===== config.mk =====
export PLATFORM = sky130hd
export DESIGN_NAME = instr_encoder
export DESIGN_NICKNAME = d
export VERILOG_FILES = /design/src/rtl/instr_encoder.sv
export SDC_FILE = /design/constraint.sdc
export NUM_CORES = 1
export LEC_CHECK = 0
export CAP_MARGIN = 10
export CORE_MARGIN = 10
export CORE_UTILIZATION = 47
export DETAILED_ROUTE_END_ITERATION = 8
export PLACE_DENSITY = 0.84
export SETUP_SLACK_MARGIN = 0.02
export SYNTH_ARGS = -nofsm -noshare
export SYNTH_HDL_FRONTEND = slang
export SYNTH_SLANG_ARGS = --single-unit

===== constraint.sdc =====
create_clock -name clk -period 2.8 [get_ports clk]
set_input_delay 0.84 -clock clk [delete_from_list [all_inputs] [get_ports clk]]
set_output_delay 0.84 -clock clk [all_outputs]
set_load 0.005 [all_outputs]

===== src/rtl/instr_encoder.sv =====
// ---------------------------------------------------------------------------
// instr_encoder
//
// Turns a stream of decoded-control requests back into 19-bit instruction
// words and writes them, one at a time, into an instruction memory starting
// at address 0. Illegal control combinations are dropped and counted.
//
// Ports
//   clk, rst                   clock, synchronous active-high reset
//   start                      begin a new program load (IDLE/DONE only)
//   in_valid / in_ready        request handshake
//   in_last                    request is the final word of the program
//   alu_op, alu_src, reg_write,
//   mem_read, mem_write,
//   mem_to_reg, rd, rs1, rs2,
//   imm                        request fields
//   imem_we, imem_addr,
//   imem_wdata                 instruction-memory write port
//   err                        one-cycle pulse: a request was illegal
//   err_count                  illegal requests since start (saturating)
//   done                       program load complete (level)
//   word_count                 words written since start
//
// state  | meaning
// -------+--------------------------------------------------------------
// IDLE   | after reset, waiting for start
// ACCEPT | in_ready high, waiting for a request
// WRITE  | one-cycle memory write of the captured word
// DONE   | load finished, waiting for start
// ---------------------------------------------------------------------------
module instr_encoder #(
    parameter int ADDR_W = 8
) (
    input  logic              clk,
    input  logic              rst,
    input  logic              start,
    input  logic              in_valid,
    output logic              in_ready,
    input  logic              in_last,
    input  logic [3:0]        alu_op,
    input  logic              alu_src,
    input  logic              reg_write,
    input  logic              mem_read,
    input  logic              mem_write,
    input  logic              mem_to_reg,
    input  logic [2:0]        rd,
    input  logic [2:0]        rs1,
    input  logic [2:0]        rs2,
    input  logic [7:0]        imm,
    output logic              imem_we,
    output logic [ADDR_W-1:0] imem_addr,
    output logic [18:0]       imem_wdata,
    output logic              err,
    output logic [7:0]        err_count,
    output logic              done,
    output logic [ADDR_W:0]   word_count
);

    typedef enum logic [1:0] {
        S_IDLE   = 2'd0,
        S_ACCEPT = 2'd1,
        S_WRITE  = 2'd2,
        S_DONE   = 2'd3
    } state_t;

    state_t state_q, state_d;

    logic        last_q;
    logic        accept;
    logic        clr;
    logic        addr_full;

    logic [4:0]  ctl;
    logic        enc_legal;
    logic        enc_imm_fmt;
    logic        enc_nop;
    logic [4:0]  enc_opcode;
    logic [18:0] enc_word;

    // Control tuple ordered {alu_src, reg_write, mem_read, mem_write, mem_to_reg}
    assign ctl = {alu_src, reg_write, mem_read, mem_write, mem_to_reg};

    always_comb begin
        enc_legal   = 1'b0;
        enc_imm_fmt = 1'b0;
        enc_nop     = 1'b0;
        enc_opcode  = 5'd0;
        case (ctl)
            5'b01000: begin                     // R-type ALU
                if (!alu_op[3]) begin
                    enc_legal  = 1'b1;
                    enc_opcode = {1'b0, alu_op};
                end
            end
            5'b11000: begin                     // I-type ALU, only ops 0/1
                if (alu_op[3:1] == 3'd0) begin
                    enc_legal   = 1'b1;
                    enc_imm_fmt = 1'b1;
                    enc_opcode  = {4'b0100, alu_op[0]};
                end
            end
            5'b11101: begin                     // load
                if (alu_op == 4'd0) begin
                    enc_legal   = 1'b1;
                    enc_imm_fmt = 1'b1;
                    enc_opcode  = 5'b01010;
                end
            end
            5'b10010: begin                     // store
                if (alu_op == 4'd0) begin
                    enc_legal   = 1'b1;
                    enc_imm_fmt = 1'b1;
                    enc_opcode  = 5'b01011;
                end
            end
            5'b00000: begin                     // NOP
                if (alu_op == 4'd0) begin
                    enc_legal  = 1'b1;
                    enc_nop    = 1'b1;
                    enc_opcode = 5'b11111;
                end
            end
            default: ;
        endcase
    end

    // NOP carries no operand fields even if the request drives them.
    always_comb begin
        if (enc_nop) begin
            enc_word = {enc_opcode, 14'd0};
        end else if (enc_imm_fmt) begin
            enc_word = {enc_opcode, rd, rs1, imm};
        end else begin
            enc_word = {enc_opcode, rd, rs1, rs2, 5'd0};
        end
    end

    // Last address reached: the load stops here instead of wrapping.
    assign addr_full = &imem_addr;

    always_comb begin
        state_d = state_q;
        accept  = 1'b0;
        clr     = 1'b0;
        case (state_q)
            S_IDLE: begin
                if (start) begin
                    state_d = S_ACCEPT;
                    clr     = 1'b1;
                end
            end
            S_ACCEPT: begin
                if (in_valid) begin
                    accept = 1'b1;
                    if (enc_legal) begin
                        state_d = S_WRITE;
                    end else if (in_last) begin
                        state_d = S_DONE;
                    end
                end
            end
            S_WRITE: begin
                if (last_q || addr_full) begin
                    state_d = S_DONE;
                end else begin
                    state_d = S_ACCEPT;
                end
            end
            S_DONE: begin
                if (start) begin
                    state_d = S_ACCEPT;
                    clr     = 1'b1;
                end
            end
            default: state_d = S_IDLE;
        endcase
    end

    always_comb begin
        in_ready = (state_q == S_ACCEPT);
        imem_we  = (state_q == S_WRITE);
        done     = (state_q == S_DONE);
    end

    always_ff @(posedge clk) begin
        if (rst) begin
            state_q    <= S_IDLE;
            last_q     <= 1'b0;
            err        <= 1'b0;
            err_count  <= 8'd0;
            imem_addr  <= '0;
            imem_wdata <= 19'd0;
            word_count <= '0;
        end else begin
            state_q <= state_d;
            err     <= 1'b0;
            if (clr) begin
                imem_addr  <= '0;
                word_count <= '0;
                err_count  <= 8'd0;
            end
            if (accept) begin
                if (enc_legal) begin
                    imem_wdata <= enc_word;
                    last_q     <= in_last;
                end else begin
                    err <= 1'b1;
                    if (err_count != 8'hFF) begin
                        err_count <= err_count + 8'd1;
                    end
                end
            end
            if (state_q == S_WRITE) begin
                word_count <= word_count + (ADDR_W+1)'(1);
                if (!addr_full) begin
                    imem_addr <= imem_addr + ADDR_W'(1);
                end
            end
        end
    end

endmodule


# After elaboration in Yosys (flattened, before gate mapping)

Cells that the tools add are included.

Add/subtract/negate cells: 3
Eq/ne operators: 11
Muxes and demuxes: 34
Bitwise operators: 1
Reductions and logical operators: 13

Operators with widths:

| cell                                                             | count |
|---|---|
| 8-bit 2-to-1 mux                                                 | 8 |
| 5-bit one-hot mux with 5 select lines                            | 1 |
| 9-bit 2-to-1 mux                                                 | 2 |
| 8-bit by 1-bit adder with 8-bit output (second input constant)   | 2 |
| 5-bit == test (second input constant)                            | 3 |
| 14-bit 2-to-1 mux                                                | 1 |
| 4-bit 2-to-1 mux                                                 | 3 |
| 2-bit 2-to-1 mux                                                 | 5 |
| 9-bit by 1-bit adder with 9-bit output (second input constant)   | 1 |
| 1-bit 2-to-1 mux                                                 | 9 |
| 8-bit != test (second input constant)                            | 1 |
| 8-bit AND reduction                                              | 1 |
| 2-bit one-hot mux with 3 select lines                            | 1 |
| 2-bit OR reduction                                               | 3 |
| 5-bit by 4-bit == test with 1-bit output (second input constant) | 1 |
| 5-bit logical NOT                                                | 1 |
| 5-bit 2-to-1 mux                                                 | 1 |
| 2-bit == test (second input constant)                            | 2 |
| 4-bit logical NOT                                                | 1 |
| 3-bit logical NOT                                                | 1 |
| 3-bit 2-to-1 mux                                                 | 1 |
| 3-bit by 1-bit != test with 1-bit output (second input constant) | 1 |
| 1-bit one-hot mux with 3 select lines                            | 1 |
| 3-bit AND reduction                                              | 1 |
| 10 further kinds                                                 | 10 |

Bits in registers: 48
Input bits: 31
Output and inout port bits: 48
Word-level logic and storage cells: 69

# Logic depth before layout (Yosys ltp)

Word-level depth: 7
Mapped depth: 8
Depth with buffers taken out: 7

# Worst setup path before layout

OpenSTA, ideal clock, no wires.

Kind: input -> register
Start point: input mem_write
End point: register err_count[3]
Library setup time: 0.074 ns
Data arrival time: 2.206 ns
Data required time: 2.726 ns
Setup slack: 0.520 ns
Stages on the path: 6
Path buffers: 1
Cells stage by stage: buf_2 > nor2_1 > and3_1 > a211o_1 > or4_1 > a31oi_1

Longest elaborated chain between the ends: 5

RTL lines:

| what                                               | RTL line | text |
|---|---|---|
| start: declaration                                 | 44       | `input logic mem_write,` |
| 5-bit == test or 5-bit logical NOT (tied branches) | 88       | `case (ctl)` |
| 3-bit OR reduction (no source line)                | n/a      |  |
| 1-bit one-hot mux with 3 select lines *            | 88       |  |
| 8-bit 2-to-1 mux *                                 | 203      | `if (enc_legal) begin` |
| 8-bit 2-to-1 mux *                                 | 202      | `if (accept) begin` |
| end signal: assignment                             | 209      | `err_count <= err_count + 8'd1;` |
| end: declaration                                   | 54       | `output logic [7:0] err_count,` |

Mark *: on every way between the ends. The rest lies on a longest branch, timed or not.
A chain may end at the register's enable or synchronous reset.

# Worst setup path in the final report

Start point: input mem_to_reg
End point: register err_count[4]

Longest elaborated chain between the ends: 5

RTL lines:

| what                                               | RTL line | text |
|---|---|---|
| start: declaration                                 | 45       | `input logic mem_to_reg,` |
| 5-bit == test or 5-bit logical NOT (tied branches) | 88       |  |
| 3-bit OR reduction (no source line)                | n/a      |  |
| 1-bit one-hot mux with 3 select lines *            | 88       |  |
| 8-bit 2-to-1 mux *                                 | 203      |  |
| 8-bit 2-to-1 mux *                                 | 202      |  |

Marked as above.

==> flow_metrics.env <==
export IMPL_via_count=2669
export IMPL_synth_edff_count=0
export IMPL_arrival_ns=2.86
export IMPL_grt_pass1_wl_mm=12.1
export IMPL_cts_tree="yes"
export IMPL_critPathLaunchType="input pin"
export IMPL_ys_seq_area_share_pct=37.7
export IMPL_cts_root_buf="clkbuf_8"
export IMPL_tns_ns=0
export IMPL_die_h_um=93.6
export IMPL_slew_viol_final=0
export IMPL_clkLatencyLatePin_ns=0.30
export IMPL_synth_top_area_cell="dfxtp_1"
export IMPL_core_region_area_mm2=0.00517
export IMPL_worstPathRequired_ns=3.03
export IMPL_setup_viol=0
export IMPL_syn_inst=312
export IMPL_place_hpwl_mm=5.57
export IMPL_ctsResizeCount=0
export IMPL_drcViolationCount=0
export IMPL_place_area_mm2=0.00352
export IMPL_muxShareOfSynthArea_pct=8.05
export IMPL_synth_nets=349
export IMPL_powerDensity_mw_per_mm2=466
export IMPL_ys_warn_count=0
export IMPL_max_freq_ghz=0.380
export IMPL_leakagePower_nw=1.36
export IMPL_synth_seq_cells=48
export IMPL_crit_fanout=5
export IMPL_synth_compound_area_share_pct=21.7
export IMPL_dr_pass1_iters=4
export IMPL_finalInstanceArea_mm2=0.00361
export IMPL_synth_xor_area_share_pct=0
export IMPL_hold_ws_ns=0.463
export IMPL_yosys_top_cells_area="dfxtp_1 (38%), mux2i_1 (6.3%), nand2_1 (5.6%)"
export IMPL_drive_gt1_share_pct=9.14
export IMPL_dr_first_iter_drc_count=146
export IMPL_antenna_cells=0
export IMPL_clock_skew_ns=0.00673
export IMPL_clkSinkCount=48
export IMPL_vias_per_cell=5.62
export IMPL_place_gp_congestion=0.874
export IMPL_hold_buffers=0
export IMPL_cts_setup_buffers=0
export IMPL_hold_viol_final=0
export IMPL_critPathCaptureType="flip-flop"
export IMPL_netlist_area_leader_share_pct=37.7
export IMPL_initial_core_util_pct=49.3
export IMPL_outcome="finished, final reports clean"
export IMPL_grt_max_degree=36
export IMPL_cp_startpoint="mem_to_reg"
export IMPL_antenna_found_initial=0
export IMPL_fin_util_pct=69.7
export IMPL_synthToLayoutAreaGrowth_pct=41.5
export IMPL_synth_common_cells="dfxtp_1 (48), nand2_1 (38), a21oi_1 (26)"
export IMPL_fp_dieArea_mm2=0.00877
export IMPL_globalRouteOverflowTotal=0
export IMPL_numCtsBuffers=5
export IMPL_io_pins=79
export IMPL_rr_startpoint="state_q[0]"
export IMPL_wl_mm=7.19
export IMPL_synth_most_common_cell="dfxtp_1"
export IMPL_num_rows=26
export IMPL_slew_headroom_pct=52.4
export IMPL_ys_flop_type="dfxtp_1"
export IMPL_synthArstFlopShare_pct=0
export IMPL_drv_cap=0
export IMPL_syn_cell_area_mm2=0.00255
export IMPL_syn_area_per_cell_um2=8.17
export IMPL_wl_per_cell_um=15.1
export IMPL_synth_fa_ha_area_share_pct=2.95
export IMPL_fillers=439
export IMPL_die_w_um=93.6
export IMPL_hold_start="imem_wdata[10]"
export IMPL_clkTransAtPathRegs_ns=0.09
export IMPL_fin_crit_sh_pct=94.0
export IMPL_final_nets=441
export IMPL_ir_worst_vdd_mv=0.231
export IMPL_grt_use_total_pct=16.3
export IMPL_hold_path_depth=2
export IMPL_rr_worst_depth=6
export IMPL_ys_types=47
export IMPL_crit_type="in2reg"
export IMPL_port_buffers=78
export IMPL_synth_simple_area_share_pct=25.3
export IMPL_hold_class="reg2reg"
export IMPL_tightestPinTransition_ns=0.710
export IMPL_detail_route_antenna_nets=0
export IMPL_htree_levels=2
export IMPL_synth_top_family_by_area="simple AND/OR/NAND/NOR gates"
export IMPL_clockBufferDepth=2
export IMPL_post_route_min_period_ns=2.63
export IMPL_rsz0062_at_grt="no"
export IMPL_grt_pass1_vias=2635
==> sequential cells by signal, summed over array words and instances (netlist names) <==
register and flops:
imem_addr 8, err 1, state_q 2, imem_wdata 19
last_q 1, err_count 8, word_count 9
==> worst max-delay path: stages <==
cell and delay, ns:
clkdlybuf4s50_1 0.51, buf_4 0.13, nor3_1 0.06, and3_1 0.19, buf_4 0.15, a211oi_1 0.60
nand4_1 0.18, a31oi_1 0.19
==> worst paths after layout <==
path	end	slack [ns]
setup / recovery	err_count[4]	0.17
setup reg to reg	err_count[4]	0.79
hold reg to reg	imem_wdata[10]	0.46
hold / removal	imem_wdata[10]	0.46
==> per-stage QoR <==
stage	worst slack (ns)	total power [W]	std cells
floorplan	0.520	0.00106	312
global placement	-0.0495	0.00128	467
detailed placement	-0.0872	0.00129	467
CTS	0.211	0.00169	475
global route	0.0331	0.00179	475
finish	0.169	0.00168	475
==> placed cells by master (no fill, tap or decap), types with 3 or more instances in the layout <==
cell / instances
clkdlybuf4s50_1: 78
dfxtp_1: 48
nand2_1: 38
a21oi_1: 26
nor2_1: 23
buf_4: 21
nand3_1: 20
mux2i_1: 16
o21ai_0: 12
o211ai_1: 11
inv_1: 8
a211oi_1: 8
a31oi_1: 8
nand4_1: 6
nand3b_1: 6
nor2b_1: 6
ha_1: 6
and3_1: 5
clkbuf_8: 5
nor3_1: 4
nand2b_1: 4
or3_1: 4
mux2_2: 4
or4_1: 4
a21o_1: 3
a2bb2oi_1: 3
==> per-layer routing <==
layer	track usage (%)	wire [um]
met4	5.57	129
met1	18.5	2940
met3	3.92	481
met5	0	0
met2	29.2	3640
==> report_power, final <==
group          switching (W)  internal (W)  total [W]
clock network       0.000230      0.000174   0.000405
registers          0.0000322      0.000712   0.000744
logic               0.000296      0.000238   0.000534
==> final cells by class <==
| class | count | area, um2 | area share, % |
|---|---|---|---|
| Clock buffer | 5 | 68.8 | 1.91 |
| Clock inverter | 3 | 18.8 | 0.520 |
| Inverter | 9 | 33.8 | 0.937 |
| Multi-Input combinational cell | 240 | 1480 | 41.0 |
| Sequential cell | 48 | 961 | 26.6 |
| Tap cell | 70 | 87.6 | 2.43 |
| Timing Repair Buffer | 100 | 958 | 26.6 |
==> cell families after synthesis <==
kind of cell	count (synthesis)
flip-flops	48
AND/OR/NAND/NOR	129
buffers and inverters	24
adder cells (fa/ha/maj)	6
AO/OA/AOI/OAI	85
multiplexers	20
Power figures use the tool's default switching activity.
